===== src/rtl/cvw_pkg.sv =====
// Shared cvw declarations used by the RVVI transmit arbiter: FSM state
// encoding and the default frame-length limit.
package cvw_pkg;

  localparam int DEFAULT_MAX_FRAME_WORDS = 512;

  typedef enum logic [1:0] {
    IDLE   = 2'd0,
    GRANT0 = 2'd1,
    GRANT1 = 2'd2,
    GAP    = 2'd3
  } statetype;

endpackage


===== src/rtl/rvvi_tx_arbiter_counter.sv =====
// Free-running up-counter with synchronous clear. It serves as both the
// beat counter and the inter-frame gap counter of the arbiter.
module rvvi_tx_arbiter_counter #(
  parameter int WIDTH = 32
) (
  input  logic             clk,
  input  logic             reset,
  input  logic             clear,
  input  logic             en,
  output logic [WIDTH-1:0] count
);

  always_ff @(posedge clk) begin
    if (reset || clear) count <= '0;
    else if (en)        count <= count + WIDTH'(1);
  end

endmodule


===== src/rtl/rvvi_tx_arbiter.sv =====
// Two-source, frame-granular round-robin arbiter onto the MAC write channel.
// Defining RVVI_TX_ARB_STATS_EN adds per-source completed-frame counters.
module rvvi_tx_arbiter import cvw_pkg::*; #(
  parameter int MAX_FRAME_WORDS   = DEFAULT_MAX_FRAME_WORDS,
  parameter int FRAME_COUNT_WIDTH = 64
) (
  input  logic                         clk,
  input  logic                         reset,
  input  logic [31:0]                  S0Wdata,
  input  logic [3:0]                   S0Wstrb,
  input  logic                         S0Wlast,
  input  logic                         S0Wvalid,
  output logic                         S0Wready,
  input  logic [31:0]                  S1Wdata,
  input  logic [3:0]                   S1Wstrb,
  input  logic                         S1Wlast,
  input  logic                         S1Wvalid,
  output logic                         S1Wready,
  output logic [31:0]                  MWdata,
  output logic [3:0]                   MWstrb,
  output logic                         MWlast,
  output logic                         MWvalid,
  input  logic                         MWready,
  input  logic [31:0]                  InterFrameGap,
  output logic [FRAME_COUNT_WIDTH-1:0] FrameCount,
  output logic                         Overrun,
`ifdef RVVI_TX_ARB_STATS_EN
  output logic [31:0]                  S0Frames,
  output logic [31:0]                  S1Frames,
`endif
  output statetype                     DebugState
);

  // Handshake: a beat moves when MWvalid && MWready on a rising edge; the
  // granted source sees SnWready == MWready, every other ready is held low.

  localparam int BEAT_W = $clog2(MAX_FRAME_WORDS) + 1;

  statetype          State, NextState;
  logic              LastGrant;
  logic              BeatAccept, LastDone, GapDone;
  logic              InGrant, BeatClear, GapClear, GapEn;
  logic [BEAT_W-1:0] BeatCount;
  logic [31:0]       GapCount;

  assign DebugState = State;

  always_ff @(posedge clk) begin
    if (reset) State <= IDLE;
    else       State <= NextState;
  end

  // Channel steering: the granted source drives the MAC combinationally.
  always_comb begin
    MWdata   = '0;
    MWstrb   = '0;
    MWlast   = 1'b0;
    MWvalid  = 1'b0;
    S0Wready = 1'b0;
    S1Wready = 1'b0;
    case (State)
      GRANT0: begin
        MWdata   = S0Wdata;
        MWstrb   = S0Wstrb;
        MWlast   = S0Wlast;
        MWvalid  = S0Wvalid;
        S0Wready = MWready;
      end
      GRANT1: begin
        MWdata   = S1Wdata;
        MWstrb   = S1Wstrb;
        MWlast   = S1Wlast;
        MWvalid  = S1Wvalid;
        S1Wready = MWready;
      end
      default: ;
    endcase
  end

  assign InGrant    = (State == GRANT0) || (State == GRANT1);
  assign BeatAccept = MWvalid & MWready;
  assign LastDone   = BeatAccept & MWlast;
  // Live compare against the current gap setting; >= also releases the gap
  // promptly if the setting shrinks below the cycles already spent.
  assign GapDone    = ({1'b0, GapCount} + 33'd1) >= {1'b0, InterFrameGap};

  always_comb begin
    NextState = State;
    case (State)
      IDLE: begin
        if (S0Wvalid && S1Wvalid) NextState = LastGrant ? GRANT0 : GRANT1;
        else if (S0Wvalid)        NextState = GRANT0;
        else if (S1Wvalid)        NextState = GRANT1;
      end
      GRANT0, GRANT1: begin
        if (LastDone) NextState = (InterFrameGap == 32'd0) ? IDLE : GAP;
      end
      GAP: begin
        if (GapDone) NextState = IDLE;
      end
      default: NextState = IDLE;
    endcase
  end

  assign BeatClear = ~InGrant;
  assign GapClear  = (State != GAP);
  assign GapEn     = (State == GAP);

  rvvi_tx_arbiter_counter #(.WIDTH(BEAT_W)) beatCounter (
    .clk   (clk),
    .reset (reset),
    .clear (BeatClear),
    .en    (BeatAccept),
    .count (BeatCount)
  );

  rvvi_tx_arbiter_counter #(.WIDTH(32)) gapCounter (
    .clk   (clk),
    .reset (reset),
    .clear (GapClear),
    .en    (GapEn),
    .count (GapCount)
  );

  always_ff @(posedge clk) begin
    if (reset) begin
      LastGrant  <= 1'b1;
      FrameCount <= '0;
      Overrun    <= 1'b0;
    end else begin
      if (LastDone) begin
        LastGrant  <= (State == GRANT1);
        FrameCount <= FrameCount + FRAME_COUNT_WIDTH'(1);
      end
      // Overlong frames are flagged but still run to their last beat.
      if (BeatAccept && !MWlast && (BeatCount == BEAT_W'(MAX_FRAME_WORDS - 1)))
        Overrun <= 1'b1;
    end
  end

`ifdef RVVI_TX_ARB_STATS_EN
  always_ff @(posedge clk) begin
    if (reset) begin
      S0Frames <= '0;
      S1Frames <= '0;
    end else if (LastDone) begin
      if (State == GRANT0) S0Frames <= S0Frames + 32'd1;
      if (State == GRANT1) S1Frames <= S1Frames + 32'd1;
    end
  end
`endif

endmodule


===== config.mk =====
export PLATFORM = sky130hd
export DESIGN_NAME = rvvi_tx_arbiter
export DESIGN_NICKNAME = d
export VERILOG_FILES = /design/src/rtl/cvw_pkg.sv /design/src/rtl/rvvi_tx_arbiter_counter.sv /design/src/rtl/rvvi_tx_arbiter.sv
export SDC_FILE = /design/constraint.sdc
export NUM_CORES = 1
export LEC_CHECK = 0
export CELL_PAD_IN_SITES_DETAIL_PLACEMENT = 1
export CELL_PAD_IN_SITES_GLOBAL_PLACEMENT = 2
export CORE_UTILIZATION = 26
export DETAILED_ROUTE_END_ITERATION = 8
export MAX_ROUTING_LAYER = met4
export PLACE_DENSITY = 0.85
export SLEW_MARGIN = 10
export SYNTH_ARGS = -nofsm -noshare
export SYNTH_HDL_FRONTEND = slang
export SYNTH_SLANG_ARGS = --single-unit

===== constraint.sdc =====
create_clock -name clk -period 4.2 [get_ports clk]
set_input_delay 0.84 -clock clk [delete_from_list [all_inputs] [get_ports clk]]
set_output_delay 0.84 -clock clk [all_outputs]
set_load 0.02 [all_outputs]

# Word level (Yosys, flattened, before mapping)
# Cells that the tools add are included.
# op_classes
n_reduce_logical	11
muxes	14
bitwise_logic	3
n_eq_ne	8
order_cmp	1
n_addsub	4
# ops
op	count
adder 64 x 1 -> 64 bit (second input constant)	1
one-hot mux 32 bit (2 select lines)	1
adder 32 x 1 -> 33 bit (second input constant)	1
greater-or-equal comparator 33 x 32 -> 1 bit	1
adder 32 x 1 -> 32 bit (second input constant)	1
logical NOT 32 bit	1
2-to-1 mux 2 bit	7
adder 10 x 1 -> 10 bit (second input constant)	1
== test 10 x 9 -> 1 bit (second input constant)	1
one-hot mux 4 bit (2 select lines)	1
inequality test 2 bit (second input constant)	3
one-hot mux 2 bit (3 select lines)	1
== test 2 bit (second input constant)	2
inequality test 4 bit (second input constant)	1
one-hot mux 1 bit (2 select lines)	2
logical AND 1 bit	3
logical OR 1 bit	3
AND reduction 3 bit	1
AND 1 bit	2
== test 2 x 1 -> 1 bit (second input constant)	1
logical NOT 2 bit	1
2-to-1 mux 1 bit	2
OR reduction 2 bit	1
logical NOT 1 bit	1
NOT 1 bit	1
# totals
out_inout_bits	107
register_bits	110
elab_cells	47
inputBits	111

# Logic depth before layout (Yosys ltp)
# Gate-level depths: netlist of run 1.
# logic_depth
depth_word	6
mapped_depth	15
depth_no_buf	14

# Cells and area by module
# From an unflattened synthesis of run 1, not the netlist that was laid out.
# unflattened
hier_cells	898
area_unflattened_um2	7145.6
# by_module_without_submodules
module	area_per_inst_um2	cells_per_inst	instances	seq_area_each_um2
rvvi_tx_arbiter	5134.9	672	1	1361.3
rvvi_tx_arbiter_counter (gapCounter)	1566.5	178	1	640.6
rvvi_tx_arbiter_counter (beatCounter)	444.2	48	1	200.2

# Worst setup path after synthesis of run 1
# Ideal clock, no wire load.
# synth_timing
kind	register -> register
startpoint	reg gapCounter.count[7]
endpoint	reg State[0] (netlist: DebugState[0])
synth_period_minus_slack_ns	2.999
arrival_ns	2.879
path_slack_ns	1.201
n_path_buf	0
required_ns	4.080
setup_time_ns	0.120
stages_incl_launch_ff	14
path_cell_list	dfxtp_1 nand4_1 nor4_1 and3_1 nand3_1 xnor2_1 ha_1 nand4_1 nor4_1 a31oi_1 o311a_1 a221oi_2 a31o_2 a21oi_1
# synth_between
elab_chain_len	4
# synth_rtl
item	line	text
start, declared	rvvi_tx_arbiter_counter.sv:10	output logic [WIDTH-1:0] count
start signal, assigned	rvvi_tx_arbiter_counter.sv:15	else if (en) count <= count + WIDTH'(1);
adder 32 x 1 -> 33 bit	rvvi_tx_arbiter.sv:85	assign GapDone = ({1'b0, GapCount} + 33'd1) >= {1'b0, InterFrameGap};
greater-or-equal comparator 33 x 32 -> 1 bit	rvvi_tx_arbiter.sv:85	
inequality test 2 bit (no line)	-	
AND reduction 3 bit (no line)	-	
end signal, assigned	rvvi_tx_arbiter.sv:50	else State <= NextState;
end, declared	rvvi_tx_arbiter.sv:39	statetype State, NextState;
# Every way passes these cells.
# A chain may end at the register's enable or synchronous reset.

# Final worst setup path of run 1
# layout_timing
startpoint	reg State[0] (netlist: DebugState[0])
endpoint	out MWdata[24]
# layout_between
elab_chain_len	2
word_cells_on_any_way	3
cone_classes	eq/ne: 2; mux: 1
# layout_rtl
item	line	text
== test 2 bit or == test 2 x 1 -> 1 bit (tied branches)	rvvi_tx_arbiter.sv:61	case (State)
one-hot mux 32 bit (2 select lines) *	rvvi_tx_arbiter.sv:61	
end, declared	rvvi_tx_arbiter.sv:19	output logic [31:0] MWdata,
# Mark *: on every way between the ends. The rest lies on a longest branch, timed or not.

==> results.ini, run 1 <==
[clocking]
cts_resized = 0
cts_root_buffer = clkbuf_16
cts_hold_buf = 0
cts_buffers = 9
tritoncts = done
cts_setup_buffers = 0
clock_latency_ns = 0.36
clkTransAtPathRegs_ns = 0.08
cts.path.max_buffers = 2
clock-sinks = 110
htreeDepth = 3

[worst_setup_path]
required_ns = 3.36
crit_arrival_ns = 2.63
cp_max_fo = 20
crit_top_cell = buf_4
cp-end-kind = output port
cpPeakStageDelay_ns = 0.65
cp_cell_sequence = inv_1 > ha_1 > buf_4 > buf_4 > a22oi_1 > nor2b_1 > clkdlybuf4s50_1
crit_family = buffers and inverters
worstSetupStartpointType = flip-flop
critPathKind = reg2out
slowest_stage = clkdlybuf4s50_1
crit_buf_inv = 4

[global_route]
grt_util_all_layers = 0.172
grt_max_degree = 71
grt_pass1_wl_mm = 34.6
antenna_found_initial = 0
grt_pass1_vias = 6772
grt-ovfl-total = 0

[floorplan]
coreArea_um2 = 24500
rows = 57
top_level_ports = 218
die_h_um = 161
die_width_um = 161
start_util = 0.267
die_area_um2 = 25800

[pwr]
power.total_w = 0.00292
cellInternalPower_w = 0.00194
vdd_ir_drop_max_mv = 0.256
p_comb_frac = 0.331
power.switching_w = 0.000977
pwr-share-seq = 0.364
swShare = 0.334
power_density_nw_per_um2 = 311
leakage_nw = 3.28
clockPowerShare = 0.305

[sta]
fin_worst_skew_ns = 0.0165
drv_slew = 0
tightest_slew_ns = 0.802
fin_tns_setup_ns = 0
relSlewSlack = 0.465
setup_viol = 0
worst_slack_ns = 0.728
fin_crit_sh = 0.827
clock.fmax_mhz = 288
hold_viol = 0
grt_setup_unrepaired = false
fin_crit_ns = 3.47

[final_layout]
fin_cells = 1352
final_common_cell = clkdlybuf4s50_1
post-route-util = 0.384
antenna_cells = 0
layout.nets = 1174
final_cell_mix = clkdlybuf4s50_1 (216), dfxtp_1 (110), nor2_1 (86)
syn_to_final_growth_pct = 43.6
drive_gt1_frac = 0.0457

[route]
wire_per_inst_um = 15.5
first_pass_iters = 4
wl_mm = 21.0
drc = 0
drt-initial-drc-count = 262
vias = 6519
detail-route-antenna-nets = 0
routed_via_density = 4.82

[place]
place_ws_ns = 0.685
gp_congestion = 0.785
numPortBuffers = 217
dp_hpwl_mm = 16.7
placed_cells_incl_taps = 1336

[logic_synthesis]
ys_ff_latch = 110
netlist_instances = 814
async_flop_share = 0
synth-warning-count = 0
synth_edf_count = 0
synth_flop_cell = dfxtp_1
syn_area_per_cell_um2 = 8.03
yosysUniqueCellTypes = 47
synth.net_count = 965
synth-seq-area-share = 0.337
synth.cell_area_um2 = 6540

[hold_path]
hp-class = reg2reg

[run]
maxCapViolCount = 0

[run_status]
status = finished clean

metal layers:
layer | part of all wire | global-route usage
met2 | 0.49 | 0.300
met4 | 0.0088 | 0.0351
met3 | 0.053 | 0.0385
met5 | 0 | -
met1 | 0.44 | 0.200
synth_stat cells, types with 2 or more instances:
cell | n | area, um^2
nand4_1 | 29 | 181
nand4_2 | 5 | 62.6
clkbuf_1 | 25 | 93.8
and4_1 | 7 | 61.3
a31o_2 | 3 | 26.3
or3_1 | 20 | 125
or2_2 | 4 | 25.0
a21oi_1 | 34 | 170
a21o_1 | 3 | 22.5
ha_1 | 40 | 500
and3_1 | 9 | 56.3
dfxtp_1 | 110 | 2200
buf_1 | 2 | 7.51
nor4_4 | 2 | 42.5
xnor2_1 | 60 | 526
nand2_1 | 56 | 210
a22oi_1 | 38 | 285
nor4_2 | 2 | 25.0
nand3_1 | 32 | 160
and2_1 | 4 | 25.0
inv_1 | 60 | 225
buf_2 | 3 | 15.0
nand2b_1 | 3 | 18.8
a221oi_1 | 2 | 17.5
nor2b_1 | 70 | 438
o21ai_0 | 24 | 120
nor3_1 | 27 | 135
nor2_1 | 86 | 323
nor4_1 | 15 | 93.8
xor2_1 | 22 | 193
cell families after synthesis:
logic type               share of synthesized area
AO/OA/AOI/OAI                                0.112
XOR/XNOR                                     0.110
adder cells (fa/ha/maj)                     0.0765
buffers and inverters                       0.0522
flip-flops                                   0.337
multiplexers                               0.00153
AND/OR/NAND/NOR                              0.312
power by group through the flow:
stage	registers [W]	logic, W	clock network [W]
after floorplan	0.00109	0.000540	0
after global placement	0.00109	0.000976	0
after detailed placement	0.00109	0.000980	0
after CTS	0.00106	0.000984	0.000929
after global routing	0.00107	0.00105	0.000969
final	0.00106	0.000967	0.000890
metrics by stage:
stage | area [um^2] | hold slack [ns]
CTS | 9390 | 0.486
finish | 9390 | 0.484
floorplan | 6540 | 0.432
global route | 9390 | 0.538
detailed placement | 9080 | 0.472
global placement | 9080 | 0.463
worst reg2reg max path: stages (launching register included):
cell	delay (ns)
dfxtp_1	0.42
ha_1	0.25
and3_1	0.32
nand4_2	0.29
nor2_1	0.20
xor2_1	0.20
ha_1	0.29
a21oi_1	0.13
o21ai_0	0.12
a221oi_1	0.43
o2111ai_1	0.20
a21o_1	0.23
a31o_2	0.21
a21oi_1	0.10
layout make-up:
class	instances	area, um^2
multi-input cells	614	4000
inverters	60	225
flip-flops and latches	110	2200
repair buffers	228	2250
clock inverters	7	88.8
well taps	324	405
clock buffers	9	225
fillers	2904	15100
worst paths after layout:
check | to | cells past startpoint | startpoint | slack (ns)
worst max register to register | DebugState[1]$_SDFFE_PP0P_ | 13 | gapCounter.count[0]$_SDFFE_PP0N_ | 0.74
worst min-delay path | Overrun$_SDFFE_PP0P_ | 2 | Overrun$_SDFFE_PP0P_ | 0.48
worst max-delay path | MWdata[24] | 7 | DebugState[0]$_SDFFE_PP0P_ | 0.73
worst min register to register | Overrun$_SDFFE_PP0P_ | 2 | Overrun$_SDFFE_PP0P_ | 0.48
registers in the layout, indices dropped and copies added (netlist names):
signal	cells
Overrun	1
DebugState	2
LastGrant	1
beatCounter.count	10
FrameCount	64
gapCounter.count	32
(Power assumes the default switching activity.)
==> inputs of run 2 (changes only) <==
- clock period: 4.2 -> 3.23 ns (I/O delays scaled with it)
==> run 2 against run 1 <==
Effect of this change: clock skew down 0.0016 ns; sequential power up 30%; final area up 3.1%; critical path depth up 6; non-clock buffer count up 20; sequential share of layout area down 0.56 points; highest routed layer unchanged; core utilization up 1.2 points; combinational power up 34%; register-to-register slack worse by 0.69 ns; power up 31%.
==> results.ini, run 2 (same netlist as run 1, synthesis figures left out) <==
[worst_setup_path]
r2r_slack_ns = 0.05  ; was 0.74 ns
crit_top_cell = and4_1  ; was buf_4
r2r-end = DebugState[1]$_SDFFE_PP0P_  ; unchanged
endpoint = DebugState[1]$_SDFFE_PP0P_  ; was MWdata[24]
critPathKind = reg2reg  ; was reg2out
r2r_cells = 13  ; unchanged
cp-end-kind = flip-flop  ; was output port
path_depth = 13  ; was 7
crit_family = compound AO/OA/AOI/OAI gates  ; was buffers and inverters
required_ns = 3.51  ; was 3.36 ns
cp_max_fo = 7  ; was 20
startpoint = gapCounter.count[5]$_SDFFE_PP0N_  ; was DebugState[0]$_SDFFE_PP0P_
cp_cell_sequence = and4_1 > and3_2 > nand4_4 > buf_4 > nor2_1 > xor2_1 > ha_1 > and4_1 > a221oi_2 > o2111ai_1 > a21o_1 > a31o_2 > a21oi_1  ; was inv_1 > ha_1 > buf_4 > buf_4 > a22oi_1 > nor2b_1 > clkdlybuf4s50_1
cpPeakStageDelay_ns = 0.36  ; was 0.65 ns
worstSetupStartpointType = flip-flop  ; unchanged
crit_arrival_ns = 3.46  ; was 2.63 ns
r2r_start = gapCounter.count[5]$_SDFFE_PP0N_  ; was gapCounter.count[0]$_SDFFE_PP0N_
slowest_stage = dfxtp_2  ; was clkdlybuf4s50_1
crit_buf_inv = 1  ; was 4

[floorplan]
die_h_um = 161  ; unchanged
die_area_um2 = 25800  ; unchanged
rows = 57  ; unchanged
coreArea_um2 = 24500  ; unchanged
die_width_um = 161  ; unchanged
start_util = 0.267  ; unchanged
top_level_ports = 218  ; unchanged

[sta]
hold_viol = 0  ; unchanged
fin_crit_ns = 3.18
drv_slew = 0  ; unchanged
fin_tns_setup_ns = 0  ; unchanged
clock.fmax_mhz = 314
relSlewSlack = 0.618  ; was 0.465
setup_viol = 0  ; unchanged
grt_setup_unrepaired = true  ; was false
fin_worst_skew_ns = 0.0149  ; was 0.0165 ns
tightest_slew_ns = 0.574  ; was 0.802 ns
timing.hold.ws_ns = 0.476  ; was 0.484 ns
fin_crit_sh = 0.986

[final_layout]
syn_to_final_growth_pct = 48.1  ; was 43.6%
final_common_cell = clkdlybuf4s50_1  ; unchanged
regMostFlops = FrameCount  ; unchanged
largestRegisters = FrameCount: 64 flops, gapCounter.count: 32 flops, beatCounter.count: 10 flops  ; unchanged
drive_gt1_frac = 0.0916  ; was 0.0457
antenna_cells = 0  ; unchanged
layout.nets = 1194  ; was 1174
final_cell_mix = clkdlybuf4s50_1 (216), dfxtp_1 (101), nor2_1 (81)  ; was clkdlybuf4s50_1 (216), dfxtp_1 (110), nor2_1 (86)
largest_reg_flops = 64  ; unchanged
fin_cells = 1372  ; was 1352
fin_area_um2 = 9680  ; was 9390 um^2

[clocking]
clock-sinks = 110  ; unchanged
clock_latency_ns = 0.36  ; about the same
tritoncts = done  ; unchanged
clkTransAtPathRegs_ns = 0.08  ; about the same
cts.path.max_buffers = 2  ; unchanged
cts_buffers = 9  ; unchanged
htreeDepth = 3  ; unchanged
cts_root_buffer = clkbuf_16  ; unchanged

[pwr]
leakage_nw = 3.45  ; was 3.28 nW
power_density_nw_per_um2 = 394  ; was 311 nW/um^2
vdd_ir_drop_max_mv = 0.273  ; was 0.256 mV
power.total_w = 0.00382  ; was 0.00292 W

[run_status]
status = finished clean  ; unchanged

[place]
dp_hpwl_mm = 17.0  ; was 16.7 mm
dpl-instance-area_um2 = 9200  ; was 9080 um^2
placed_cells_incl_taps = 1351  ; was 1336
gp_congestion = 0.810  ; was 0.785
numPortBuffers = 217  ; unchanged

[route]
first_pass_iters = 4  ; unchanged
wl_mm = 21.5  ; was 21.0 mm
drc = 0  ; unchanged
wire_per_inst_um = 15.6  ; was 15.5 um
routed_via_density = 4.84  ; was 4.82
vias = 6638  ; was 6519
detail-route-antenna-nets = 0  ; unchanged
drt-initial-drc-count = 296  ; was 262

[global_route]
grt_pass1_wl_mm = 35.2  ; was 34.6 mm
grt_max_degree = 50  ; was 71
antenna_found_initial = 0  ; unchanged
grt_util_all_layers = 0.176  ; was 0.172
grt-ovfl-total = 0  ; unchanged
grt_pass1_vias = 6926  ; was 6772

[hold_path]
hp-class = reg2reg  ; unchanged

[run]
maxCapViolCount = 0  ; unchanged

==> run 2: cell count changes in the layout (fill, tap and decap cells not counted), sizes merged <==
cell | before | now
buf | 12 | 32
clkbuf | 9 | 11
clkinv | 5 | 1
inv | 62 | 64
==> run 2: how the worst min path moves through the flow <==
| stage | from | end | cells after the start |
|---|---|---|---|
| finish | LastGrant$_SDFFE_PP1P_ | LastGrant$_SDFFE_PP1P_ | 2 |
| global route | LastGrant$_SDFFE_PP1P_ | LastGrant$_SDFFE_PP1P_ | 2 |
| CTS | LastGrant$_SDFFE_PP1P_ | LastGrant$_SDFFE_PP1P_ | 2 |
| detailed placement | LastGrant$_SDFFE_PP1P_ | LastGrant$_SDFFE_PP1P_ | 2 |
| global placement | LastGrant$_SDFFE_PP1P_ | LastGrant$_SDFFE_PP1P_ | 2 |
| floorplan | LastGrant$_SDFFE_PP1P_ | LastGrant$_SDFFE_PP1P_ | 2 |
==> run 2: what timing repair did <==
action / CTS / global route
resized for setup: 11 / 23
endpoints found under the setup margin: 2 / 2
hold buffers: 0 / 0
buffers inserted: 0 / 5
pin swaps: 1 / 14
==> run 2: cell type report <==
class / count / area (um^2)
multi-input cells: 614 / 4130
inverters: 60 / 225
well taps: 324 / 405
clock inverters: 5 / 46.3
flip-flops and latches: 110 / 2220
clock buffers: 11 / 253
fillers: 2921 / 14800
repair buffers: 248 / 2410
==> run 2: through the flow <==
stage | utilization | worst slack [ns]
after floorplan | - | 0.231
after CTS | 0.391 | 0.00329
after detailed placement | 0.376 | -0.164
after global placement | 0.376 | -0.0355
after global routing | 0.396 | -0.134
final | 0.396 | 0.0457
==> run 2: power breakdown <==
part	switching, W	internal [W]	total (W)
clock	0.000556	0.000583	0.00114
combinational	0.000674	0.000624	0.00130
sequential	0.0000150	0.00137	0.00138
==> run 2: worst min-delay path: stages (launching register included) <==
cell	delay (ns)
dfxtp_1	0.33
nand2_1	0.05
nand3b_1	0.07
==> run 2: routing by layer <==
metal  up-vias  track usage  wire length, um
met5         -            -                0
met1      3176        0.200             9180
met4         0       0.0411              232
li1       3273            -                -
met3        17       0.0349             1060
met2       172        0.315            11000
==> inputs of run 3 (changes only) <==
- CAP_MARGIN: not set -> 20
==> results of run 3 <==
Same layout as run 2: the final DEF is identical, and so are final timing and power.
